$ cat config.mk
export PLATFORM = sky130hd
export DESIGN_NAME = pool_stream_engine_flat
export DESIGN_NICKNAME = d
export VERILOG_FILES = /design/src/rtl/pool_pkg.sv /design/src/rtl/pool_stream_engine_if.sv /design/src/rtl/pool_line_buffer.sv /design/src/rtl/pool_stream_engine.sv /design/src/flat_wrapper.sv
export SDC_FILE = /design/constraint.sdc
export NUM_CORES = 1
export LEC_CHECK = 0
export BUFFER_PORTS_ARGS = -buffer_cell sky130_fd_sc_hd__buf_2
export CORE_UTILIZATION = 60
export DETAILED_ROUTE_END_ITERATION = 12
export PLACE_DENSITY = 0.77
export SLEW_MARGIN = 20
export SYNTH_ARGS = -nofsm -noshare
export SYNTH_HDL_FRONTEND = slang
export SYNTH_HIERARCHICAL = 1
export SYNTH_SLANG_ARGS = --single-unit
$ cat constraint.sdc
create_clock -name clk -period 25 [get_ports clk]
set_clock_uncertainty 0.05 [all_clocks]
set_input_delay 7.5 -clock clk [delete_from_list [all_inputs] [get_ports clk]]
set_output_delay 7.5 -clock clk [all_outputs]
set_load 0.01 [all_outputs]
$ cat src/rtl/pool_pkg.sv
// pool_pkg: shared types and helpers for the streaming pooling engine.
// Contents:
//   pool_mode_e     - reduction selector (POOL_MAX / POOL_AVG)
//   pool_out_count  - number of pooled outputs produced per frame
//   pool_sum_width  - accumulator width that holds a full KxK window sum
package pool_pkg;

  typedef enum logic {
    POOL_MAX = 1'b0,
    POOL_AVG = 1'b1
  } pool_mode_e;

  function automatic int pool_out_count(input int img_w, input int img_h,
                                        input int k, input int stride);
    return ((img_w - k) / stride + 1) * ((img_h - k) / stride + 1);
  endfunction

  function automatic int pool_sum_width(input int data_width, input int k);
    return data_width + $clog2(k * k);
  endfunction

endpackage

$ cat src/rtl/pool_stream_engine_if.sv
// pool_stream_engine_if: pixel-in / result-out stream bundle for the pooling engine.
// Signals:
//   in_data, in_valid, in_ready    - input pixel handshake (source -> engine)
//   out_data, out_valid, out_ready - pooled result handshake (engine -> consumer)
//   out_last                       - marks the final pooled result of a frame
// Modports:
//   master - the environment side (drives pixels, accepts results)
//   slave  - the engine side
interface pool_stream_engine_if #(
  parameter int DATA_WIDTH = 8
);
  logic [DATA_WIDTH-1:0] in_data;
  logic                  in_valid;
  logic                  in_ready;
  logic [DATA_WIDTH-1:0] out_data;
  logic                  out_valid;
  logic                  out_ready;
  logic                  out_last;

  modport master (
    output in_data, in_valid, out_ready,
    input  in_ready, out_data, out_valid, out_last
  );

  modport slave (
    input  in_data, in_valid, out_ready,
    output in_ready, out_data, out_valid, out_last
  );
endinterface

$ cat src/rtl/pool_line_buffer.sv
// pool_line_buffer: DEPTH-deep, DATA_WIDTH-wide delay line that shifts only when
// enabled. With DEPTH equal to the image width, dout is the pixel from the same
// column one row earlier.
// Ports:
//   clk  - clock
//   en   - shift enable (one position per accepted pixel)
//   din  - pixel entering the line
//   dout - pixel leaving the line, DEPTH enabled shifts after it entered
module pool_line_buffer #(
  parameter int DATA_WIDTH = 8,
  parameter int DEPTH      = 8
) (
  input  logic                  clk,
  input  logic                  en,
  input  logic [DATA_WIDTH-1:0] din,
  output logic [DATA_WIDTH-1:0] dout
);

  logic [DATA_WIDTH-1:0] taps [DEPTH];

  // Contents are never reset: the first rows of every frame are never
  // eligible for output, so stale data cannot reach the result.
  always_ff @(posedge clk) begin
    if (en) begin
      taps[0] <= din;
      for (int i = 1; i < DEPTH; i++) begin
        taps[i] <= taps[i-1];
      end
    end
  end

  assign dout = taps[DEPTH-1];

endmodule

$ cat src/rtl/pool_stream_engine.sv
// pool_stream_engine: streaming KxK pooling (max or floor-average) over a raster
// pixel stream, emitting only windows fully inside the image on the STRIDE grid.
// Ports:
//   clk  - clock
//   rst  - synchronous, active-high reset
//   mode - 0 = POOL_MAX, 1 = POOL_AVG; latched when pixel (0,0) is accepted
//   bus  - stream bundle (slave side): in_* pixel input, out_* pooled output
module pool_stream_engine
  import pool_pkg::*;
#(
  parameter int DATA_WIDTH = 8,
  parameter int KERNEL_DIM = 3,
  parameter int STRIDE     = 2,
  parameter int IMG_W      = 8,
  parameter int IMG_H      = 8
) (
  input  logic                 clk,
  input  logic                 rst,
  input  logic                 mode,
  pool_stream_engine_if.slave  bus
);

  localparam int K  = KERNEL_DIM;
  localparam int KK = K * K;
  localparam int SW = pool_sum_width(DATA_WIDTH, K);
  localparam int CW = $clog2(IMG_W);
  localparam int RW = $clog2(IMG_H);
  localparam int PW = (STRIDE > 1) ? $clog2(STRIDE) : 1;

  localparam logic [CW-1:0] COL_LAST = CW'(IMG_W - 1);
  localparam logic [CW-1:0] COL_K    = CW'(K - 1);
  localparam logic [CW-1:0] COL_FIN  = CW'(K - 1 + ((IMG_W - K) / STRIDE) * STRIDE);
  localparam logic [RW-1:0] ROW_LAST = RW'(IMG_H - 1);
  localparam logic [RW-1:0] ROW_K    = RW'(K - 1);
  localparam logic [RW-1:0] ROW_FIN  = RW'(K - 1 + ((IMG_H - K) / STRIDE) * STRIDE);
  localparam logic [PW-1:0] PH_LAST  = PW'(STRIDE - 1);

  logic [CW-1:0]         col;
  logic [RW-1:0]         row;
  logic [PW-1:0]         col_ph;
  logic [PW-1:0]         row_ph;
  pool_mode_e            mode_q;
  logic [DATA_WIDTH-1:0] win      [K][K];
  logic [DATA_WIDTH-1:0] win_next [K][K];
  logic [DATA_WIDTH-1:0] lb_in    [K-1];
  logic [DATA_WIDTH-1:0] lb_out   [K-1];
  logic [DATA_WIDTH-1:0] max_val;
  logic [SW-1:0]         sum_val;
  logic [SW-1:0]         avg_val;
  logic [DATA_WIDTH-1:0] result;
  logic                  out_valid_q;
  logic [DATA_WIDTH-1:0] out_data_q;
  logic                  out_last_q;
  logic                  in_ready_int;
  logic                  accept;
  logic                  eligible;
  logic                  final_pos;

  assign in_ready_int  = !out_valid_q || bus.out_ready;
  assign accept        = bus.in_valid && in_ready_int;
  assign bus.in_ready  = in_ready_int;
  assign bus.out_valid = out_valid_q;
  assign bus.out_data  = out_data_q;
  assign bus.out_last  = out_last_q;

  // Chain of line buffers: buffer 0 delays the incoming pixel by one row,
  // buffer i delays by i+1 rows, so the last buffer holds the oldest row.
  for (genvar i = 0; i < K - 1; i++) begin : g_lb
    if (i == 0) begin : g_first
      assign lb_in[i] = bus.in_data;
    end else begin : g_rest
      assign lb_in[i] = lb_out[i-1];
    end
    pool_line_buffer #(
      .DATA_WIDTH(DATA_WIDTH),
      .DEPTH     (IMG_W)
    ) u_line_buffer (
      .clk (clk),
      .en  (accept),
      .din (lb_in[i]),
      .dout(lb_out[i])
    );
  end

  // Window after this accept: shift left, new right column is the line-buffer
  // taps (oldest row on top) with the incoming pixel at the bottom.
  always_comb begin
    for (int r = 0; r < K; r++) begin
      for (int c = 0; c < K - 1; c++) begin
        win_next[r][c] = win[r][c+1];
      end
    end
    for (int r = 0; r < K - 1; r++) begin
      win_next[r][K-1] = lb_out[K-2-r];
    end
    win_next[K-1][K-1] = bus.in_data;
  end

  // Reduce the post-accept window so the result registers on the same edge.
  always_comb begin
    max_val = '0;
    sum_val = '0;
    for (int r = 0; r < K; r++) begin
      for (int c = 0; c < K; c++) begin
        if (win_next[r][c] > max_val) begin
          max_val = win_next[r][c];
        end
        sum_val = sum_val + SW'(win_next[r][c]);
      end
    end
    avg_val = sum_val / SW'(KK);
    result  = (mode_q == POOL_AVG) ? DATA_WIDTH'(avg_val) : max_val;
  end

  // Phase counters are zero exactly on the stride grid once the window is full.
  assign eligible  = (col >= COL_K) && (row >= ROW_K) && (col_ph == '0) && (row_ph == '0);
  assign final_pos = (col == COL_FIN) && (row == ROW_FIN);

  // Position/phase tracking, window shift and the output register. A stalled
  // output blocks accept, which freezes every piece of state here.
  always_ff @(posedge clk) begin
    if (rst) begin
      col         <= '0;
      row         <= '0;
      col_ph      <= '0;
      row_ph      <= '0;
      mode_q      <= POOL_MAX;
      out_valid_q <= 1'b0;
      out_data_q  <= '0;
      out_last_q  <= 1'b0;
      for (int r = 0; r < K; r++) begin
        for (int c = 0; c < K; c++) begin
          win[r][c] <= '0;
        end
      end
    end else begin
      if (bus.out_ready) begin
        out_valid_q <= 1'b0;
      end
      if (accept) begin
        win <= win_next;
        if ((col == '0) && (row == '0)) begin
          mode_q <= pool_mode_e'(mode);
        end
        if (col == COL_LAST) begin
          col    <= '0;
          col_ph <= '0;
          if (row == ROW_LAST) begin
            row    <= '0;
            row_ph <= '0;
          end else begin
            row    <= row + 1'b1;
            row_ph <= ((row < ROW_K) || (row_ph == PH_LAST)) ? '0 : row_ph + 1'b1;
          end
        end else begin
          col    <= col + 1'b1;
          col_ph <= ((col < COL_K) || (col_ph == PH_LAST)) ? '0 : col_ph + 1'b1;
        end
        if (eligible) begin
          out_valid_q <= 1'b1;
          out_data_q  <= result;
          out_last_q  <= final_pos;
        end
      end
    end
  end

endmodule

$ cat src/flat_wrapper.sv
// flat-port wrapper written by rule: the top's interface ports become plain ports
module pool_stream_engine_flat import pool_pkg::*;
#(
  parameter int DATA_WIDTH = 8,
  parameter int KERNEL_DIM = 3,
  parameter int STRIDE     = 2,
  parameter int IMG_W      = 8,
  parameter int IMG_H      = 8
)
  (clk, rst, mode, bus_in_data, bus_in_valid, bus_out_ready, bus_in_ready, bus_out_data, bus_out_valid, bus_out_last);
  pool_stream_engine_if #(.DATA_WIDTH(DATA_WIDTH)) bus_i ();
  input  logic clk;
  input  logic rst;
  input  logic mode;
  input wire logic [$bits(bus_i.in_data)-1:0] bus_in_data;
  input wire logic [$bits(bus_i.in_valid)-1:0] bus_in_valid;
  input wire logic [$bits(bus_i.out_ready)-1:0] bus_out_ready;
  output wire logic [$bits(bus_i.in_ready)-1:0] bus_in_ready;
  output wire logic [$bits(bus_i.out_data)-1:0] bus_out_data;
  output wire logic [$bits(bus_i.out_valid)-1:0] bus_out_valid;
  output wire logic [$bits(bus_i.out_last)-1:0] bus_out_last;
  assign bus_i.in_data = bus_in_data;
  assign bus_i.in_valid = bus_in_valid;
  assign bus_i.out_ready = bus_out_ready;
  assign bus_in_ready = bus_i.in_ready;
  assign bus_out_data = bus_i.out_data;
  assign bus_out_valid = bus_i.out_valid;
  assign bus_out_last = bus_i.out_last;
  pool_stream_engine #(.DATA_WIDTH(DATA_WIDTH), .KERNEL_DIM(KERNEL_DIM), .STRIDE(STRIDE), .IMG_W(IMG_W), .IMG_H(IMG_H)) u_core (.clk(clk), .rst(rst), .mode(mode), .bus(bus_i));
endmodule
# Yosys cells after proc, flatten, opt, wreduce, memory -nomap -nowiden
# Memory sizes are Yosys's and may differ from the RTL's.
# Cells that the tools add are included.
[totals]
ff_bits = 67
ram_bits = 128
inputBits = 13
word_cells = 84
n_memories = 2
[mem_list]
columns = ["name", "words", "word_bits", "rd", "rd_clocked_by_memory_dff", "write_ports", "line", "rtl"]
rows = [
  ["u_core.g_lb[0].u_line_buffer.taps", 8, 8, 8, 0, 8, "pool_line_buffer.sv:19", "logic [DATA_WIDTH-1:0] taps [DEPTH];"],
  ["u_core.g_lb[1].u_line_buffer.taps", 8, 8, 8, 0, 8, "pool_line_buffer.sv:19", ""],
]
[classes]
add_sub_neg = 12
n_div = 1
magnitude_cmp = 13
eq_ne = 4
muxes = 21
n_bitwise = 2
n_reduce_logical = 15
[ops]
columns = ["op", "count"]
rows = [
  ["12-bit by 8-bit adder with 12-bit output", 7],
  ["8-bit two-way mux", 10],
  ["8-bit > comparator", 8],
  ["12-bit by 4-bit divider with 12-bit output (second input constant)", 1],
  ["3-bit equality test (second input constant)", 4],
  ["8-bit by 8-bit adder with 9-bit output", 1],
  ["1-bit two-way mux", 9],
  ["8-bit by 1-bit > comparator with 1-bit output (second input constant)", 1],
  ["3-bit by 1-bit adder with 3-bit output (second input constant)", 2],
  ["3-bit by 2-bit >= comparator with 1-bit output (second input constant)", 2],
  ["1-bit logical AND", 6],
  ["3-bit logical NOT", 2],
  ["3-bit by 2-bit < comparator with 1-bit output (second input constant)", 2],
  ["3-bit two-way mux", 2],
  ["2-bit AND reduction", 3],
  ["1-bit logical OR", 3],
  ["1-bit adder (second input constant)", 2],
  ["1-bit inverter", 2],
  ["1-bit logical NOT", 1],
]

# Depth between registers and ports, before layout
[logic_depth]
word_depth = 19
mapped_depth = 84

# By module
# The synthesis kept the hierarchy.
[modules_own_cells]
columns = ["module", "n_inst", "cells_per_inst", "area_per_inst_um2", "seq_area_each_um2"]
rows = [
  ["pool_stream_engine", 1, 961, 7886.3, 1341.3],
  ["pool_line_buffer", 2, 72, 1981.9, 1921.8],
]

# Worst setup path after synthesis
# No wires, ideal clock.
[synth_timing]
kind = "input-to-output"
from = "input bus_out_ready"
to = "output bus_in_ready"
arrival_ns = 7.683
slack_ns = 9.767
cell_stages = 1
path_buffers = 0
cell_sequence = "nand2b_1"
[synth_between]
elab_chain_len = 1
[synth_rtl]
columns = ["item", "line", "rtl"]
rows = [
  ["start, declared", "flat_wrapper.sv:17", "input wire logic [$bits(bus_i.out_ready)-1:0] bus_out_ready;"],
  ["1-bit logical OR", "pool_stream_engine.sv:59", "assign in_ready_int = !out_valid_q || bus.out_ready;"],
  ["end, declared", "flat_wrapper.sv:18", "output wire logic [$bits(bus_i.in_ready)-1:0] bus_in_ready;"],
]
# No other way between the ends.

# Final worst setup path
# Same ends and word-level chain as after synthesis.

==> implementation parameters <==
Parameter                              Value

Outcome
  Status ... complete, no violations

Yosys
  Complex-gate fraction of the synthesized area ... between 10% and 20%
  Adder-cell share of the synthesized area ... between 10% and 20%
  Mean instance size in the synthesized netlist ... 10.7 um2
  Most frequently used flop master after synthesis ... sky130_fd_sc_hd__edfxtp_1
  Cell type with the largest total area after synthesis ... sky130_fd_sc_hd__edfxtp_1
  Number of enable flip-flop cells after synthesis ... around 130
  Top area cells in the synthesized netlist ... sky130_fd_sc_hd__edfxtp_1 32%, sky130_fd_sc_hd__dfxtp_1 11%, sky130_fd_sc_hd__ha_1 9.2%
  Number of distinct standard cells referenced by the synthesized netlist ... around 90
  Xor-xnor portion of the synthesized cell area ... ~1.4%
  Combinational family with the most area after synthesis ... adder cells
  Syn Std Cell Area ... about 12000 um2
  Yosys reg bits ... a little under 200
  Number of instances in the synthesized netlist ... between 1000 and 1500
  Share of synthesized area spent on multiplexers ... under 10%
  Async set-reset flop share out of synthesis ... 0%
  Net count of the mapped netlist ... 1259
  Number of warnings printed during yosys synthesis ... 6
  Register area share after synthesis ... around 44%
  Area share of the leading cell type in the synthesized netlist ... 32.4%
  Simple-gate portion of the synthesized area ... a little under an eighth

Routing
  Number of detailed-route iterations in the first pass ... 5
  Vias after detailed routing ... between 8000 and 9000
  DR DRC count ... 0
  Via density per instance ... between 5 and 6
  Met3 Routed Length ... ~750 um
  DR iter-0 viols ... around 530
  Wire length reported by the detailed router ... between 20000 and 25000 um
  Metal2 WL ... approximately 11000 um
  Drt wl/cell ... roughly 17 um
  Highest signal layer in the routed design ... met4
  Post-DRT Antenna Nets ... 0
  Met1 Wirelength ... about 11000 um

Finish
  Fillers ... approximately 1500
  Count of nets after finishing ... around 1300
  P&R area growth vs syn ... 6.89%
  Inserted Diodes ... 0
  Leading cell type in the layout, fill and taps excluded ... sky130_fd_sc_hd__nand2_1
  Share of post-route cells with drive strength above 1 ... between 10% and 20%
  Commonest cells after routing, fill and taps aside ... 142 x sky130_fd_sc_hd__nand2_1, 128 x sky130_fd_sc_hd__edfxtp_1, 105 x sky130_fd_sc_hd__inv_1

STA
  Number of hold violations in the final report ... 0
  Min Clock Period, post-route ... ~15 ns
  Highest Clock Rate ... roughly 65 MHz
  Setup repair after global routing missed its margin ... false
  Relative slew margins ... a little under a third
  Period Utilization, post-route ... slightly above 60%
  Max Slew Vio Count ... 0
  Final TNS setup ... 0 ns
  Transition at the pin with the smallest max-transition slack ... between 1 and 1.5 ns
  Setup-violating endpoint count in the final report ... 0

Clock tree
  Clock sinks ... slightly below 200
  Number of CTS-inserted buffers ... 17
  Count of cells resized by post-cts repair ... 0
  Maximum level of the CTS H-tree ... 4
  CTS tree ... done
  Hold-fix buffer count after cts ... 0
  Clock insertion delay at the later pin of the skew report ... approximately 0.43 ns
  CTS clock-pin slew for the worst setup and hold paths ... ~0.07 ns
  Master cell of the clock root buffer ... sky130_fd_sc_hd__clkbuf_16
  Clk buf depth ... 2
  Post-CTS Setup Inserts ... 0

Critical path
  Arrival time reported for the critical path endpoint ... ~7.9 ns
  Capturing instance or port of the critical path ... bus_in_ready
  Most Frequent Cell on Critical Path ... sky130_fd_sc_hd__buf_2
  Terminus of the critical flop-to-flop path ... u_core/bus.out_data[0]$_SDFFE_PP0P_
  Crit end category ... output port
  FF-to-FF Start ... u_core/win[57]$_SDFFE_PP0P_
  Data required time at the worst endpoint ... around 17 ns
  Path depth of the worst reg2reg path ... between 80 and 90
  Slowest stage cell, crit path ... sky130_fd_sc_hd__nand2b_1
  Max Fanout on Critical Path ... 3
  List of cells traversed by the critical path ... buf_2 > nand2b_1 > buf_2
  Worst-case register-to-register setup slack ... roughly 10 ns
  Critical path's largest stage delay ... roughly 0.18 ns
  Type of the worst setup path ... input pin to output port
  Source of the critical timing path ... bus_out_ready
  Startpoint type of the worst setup path ... input pin

Floorplan
  Top-Level Pins ... 24
  Number of cell rows ... 51
  Die H ... ~140 um
  Die boundary width ... roughly 140 um
  Initial standard-cell utilization of the core ... 61.1%
  Area of the core ... 19400 um2
  Die outline area ... a little over 20000 um2

Place
  Input/output buffers ... 23
  Total half-perimeter wirelength after legalization and detailed placement ... ~17000 um
  Last weighted congestion value of the routability-driven placer ... 0.883

GRT
  Number of antenna violations at the first check in global routing ... 0
  Maximum number of pins on one net before global-route repair ... 96
  Via count of the first global-routing pass ... 7975
  First-pass GRT wire length ... between 30000 and 40000 um
  Aggregate global-route resource usage ... around 25%
  Aggregate global routing overflow ... 0

Run
  # Max-Cap Violations ... 0

Worst hold path
  Class of the worst hold path ... flip-flop to flip-flop
-- metal layers --
metal	GRT usage, %	up-vias
met4	8.32	0
met1	34.3	4017
li1	-	3882
met5	0	-
met3	3.60	30
met2	41.5	173
-- cell families (layout without fill, tap and decap cells) --
family / after synthesis / after routing
and+or+nand+nor: 299 / 299
AOI/OAI and AO/OA: 246 / 246
DFF: 195 / 195
buffers and inverters: 160 / 166
adders and majority gates: 143 / 143
muxes: 46 / 46
xor gates and xnor gates: 16 / 16
-- how the worst min path moves through the flow --
stage	depth (start not counted)	end	from	slack [ns]
final	0	u_core/g_lb[0].u_line_buffer/taps[1][15]$_DFFE_PP_	u_core/g_lb[0].u_line_buffer/taps[1][7]$_DFFE_PP_	0.36
after global placement	0	u_core/g_lb[0].u_line_buffer/taps[0][15]$_DFFE_PP_	u_core/g_lb[0].u_line_buffer/taps[0][7]$_DFFE_PP_	0.35
after global routing	0	u_core/g_lb[0].u_line_buffer/taps[1][15]$_DFFE_PP_	u_core/g_lb[0].u_line_buffer/taps[1][7]$_DFFE_PP_	0.37
after detailed placement	0	u_core/g_lb[0].u_line_buffer/taps[1][0]$_DFFE_PP_	u_core/g_lb[0].u_line_buffer/taps[0][24]$_DFFE_PP_	0.35
after floorplan	0	u_core/g_lb[0].u_line_buffer/taps[0][10]$_DFFE_PP_	u_core/g_lb[0].u_line_buffer/taps[0][2]$_DFFE_PP_	0.35
after CTS	0	u_core/g_lb[0].u_line_buffer/taps[1][6]$_DFFE_PP_	u_core/g_lb[0].u_line_buffer/taps[0][30]$_DFFE_PP_	0.36
-- worst max-delay path: cells and delay by family --
family	cells	cell delay (ns)
buf+inv	2	0.25
simple gates	1	0.18
-- flip-flops by register name (all words and copies together), names as in the netlist --
signal	count
u_core/bus.out_data	8
u_core/bus.out_last	1
u_core/bus.out_valid	1
u_core/col	3
u_core/col_ph	1
u_core/g_lb.u_line_buffer/taps	128
u_core/mode_q	1
u_core/row	3
u_core/row_ph	1
u_core/win	48
-- final cells by class --
class	count	area, um2	share of cell area, %
Multi-Input combinational cell	750	5990	47.3
Sequential cell	195	5180	40.9
Clock buffer	17	425	3.36
Inverter	106	403	3.18
Tap cell	265	332	2.62
Clock inverter	15	184	1.45
Timing Repair Buffer	28	153	1.21
-- synthesized netlist by cell type (3+ instances only) --
master                       n
sky130_fd_sc_hd__edfxtp_1  128
sky130_fd_sc_hd__a211oi_2    5
sky130_fd_sc_hd__a211o_1     8
sky130_fd_sc_hd__nand2_1   143
sky130_fd_sc_hd__o21ai_0    27
sky130_fd_sc_hd__xnor2_1    10
sky130_fd_sc_hd__nand3_1    23
sky130_fd_sc_hd__nor3b_1     4
sky130_fd_sc_hd__nand2b_1   11
sky130_fd_sc_hd__nor3_1     15
sky130_fd_sc_hd__a21oi_2     4
sky130_fd_sc_hd__buf_2       6
sky130_fd_sc_hd__xor2_1      3
sky130_fd_sc_hd__ha_1       87
sky130_fd_sc_hd__a21o_1     12
sky130_fd_sc_hd__dfxtp_1    67
sky130_fd_sc_hd__and2_1      4
sky130_fd_sc_hd__o221ai_1    4
sky130_fd_sc_hd__nor2_1     43
sky130_fd_sc_hd__a31o_2      8
sky130_fd_sc_hd__fa_1       54
sky130_fd_sc_hd__nand4_1     8
sky130_fd_sc_hd__mux2_2     25
sky130_fd_sc_hd__nor4_1      5
sky130_fd_sc_hd__and3_1      7
sky130_fd_sc_hd__a31oi_1     7
sky130_fd_sc_hd__o21ai_1     6
sky130_fd_sc_hd__buf_4      17
sky130_fd_sc_hd__or2_2       7
sky130_fd_sc_hd__mux2i_1    21
sky130_fd_sc_hd__nor2_2      4
sky130_fd_sc_hd__nor2b_1     9
sky130_fd_sc_hd__a21oi_1    98
sky130_fd_sc_hd__o211ai_1    6
sky130_fd_sc_hd__o21a_1     15
sky130_fd_sc_hd__a211oi_1    8
sky130_fd_sc_hd__buf_1       3
sky130_fd_sc_hd__inv_1     105
sky130_fd_sc_hd__clkbuf_1   25
-- per-stage QoR --
| stage | cells | hold slack (ns) | setup WS (ns) | utilization (%) | cell area [um2] |
|---|---|---|---|---|---|
| 3_5_place_dp | 1344 | 0.355 | 9.52 | 62.2 | 12100 |
| 6_report | 1376 | 0.365 | 9.51 | 65.3 | 12700 |
| 5_1_grt | 1376 | 0.368 | 8.92 | 65.3 | 12700 |
| 3_3_place_gp | 1344 | 0.350 | 9.54 | 62.2 | 12100 |
| 4_1_cts | 1376 | 0.365 | 9.52 | 65.3 | 12700 |
| 2_1_floorplan | 1105 | 0.350 | 9.77 | - | 11900 |
Power is not shown: default switching activity piles up to over one toggle a cycle in this logic, so the estimate is an artifact.
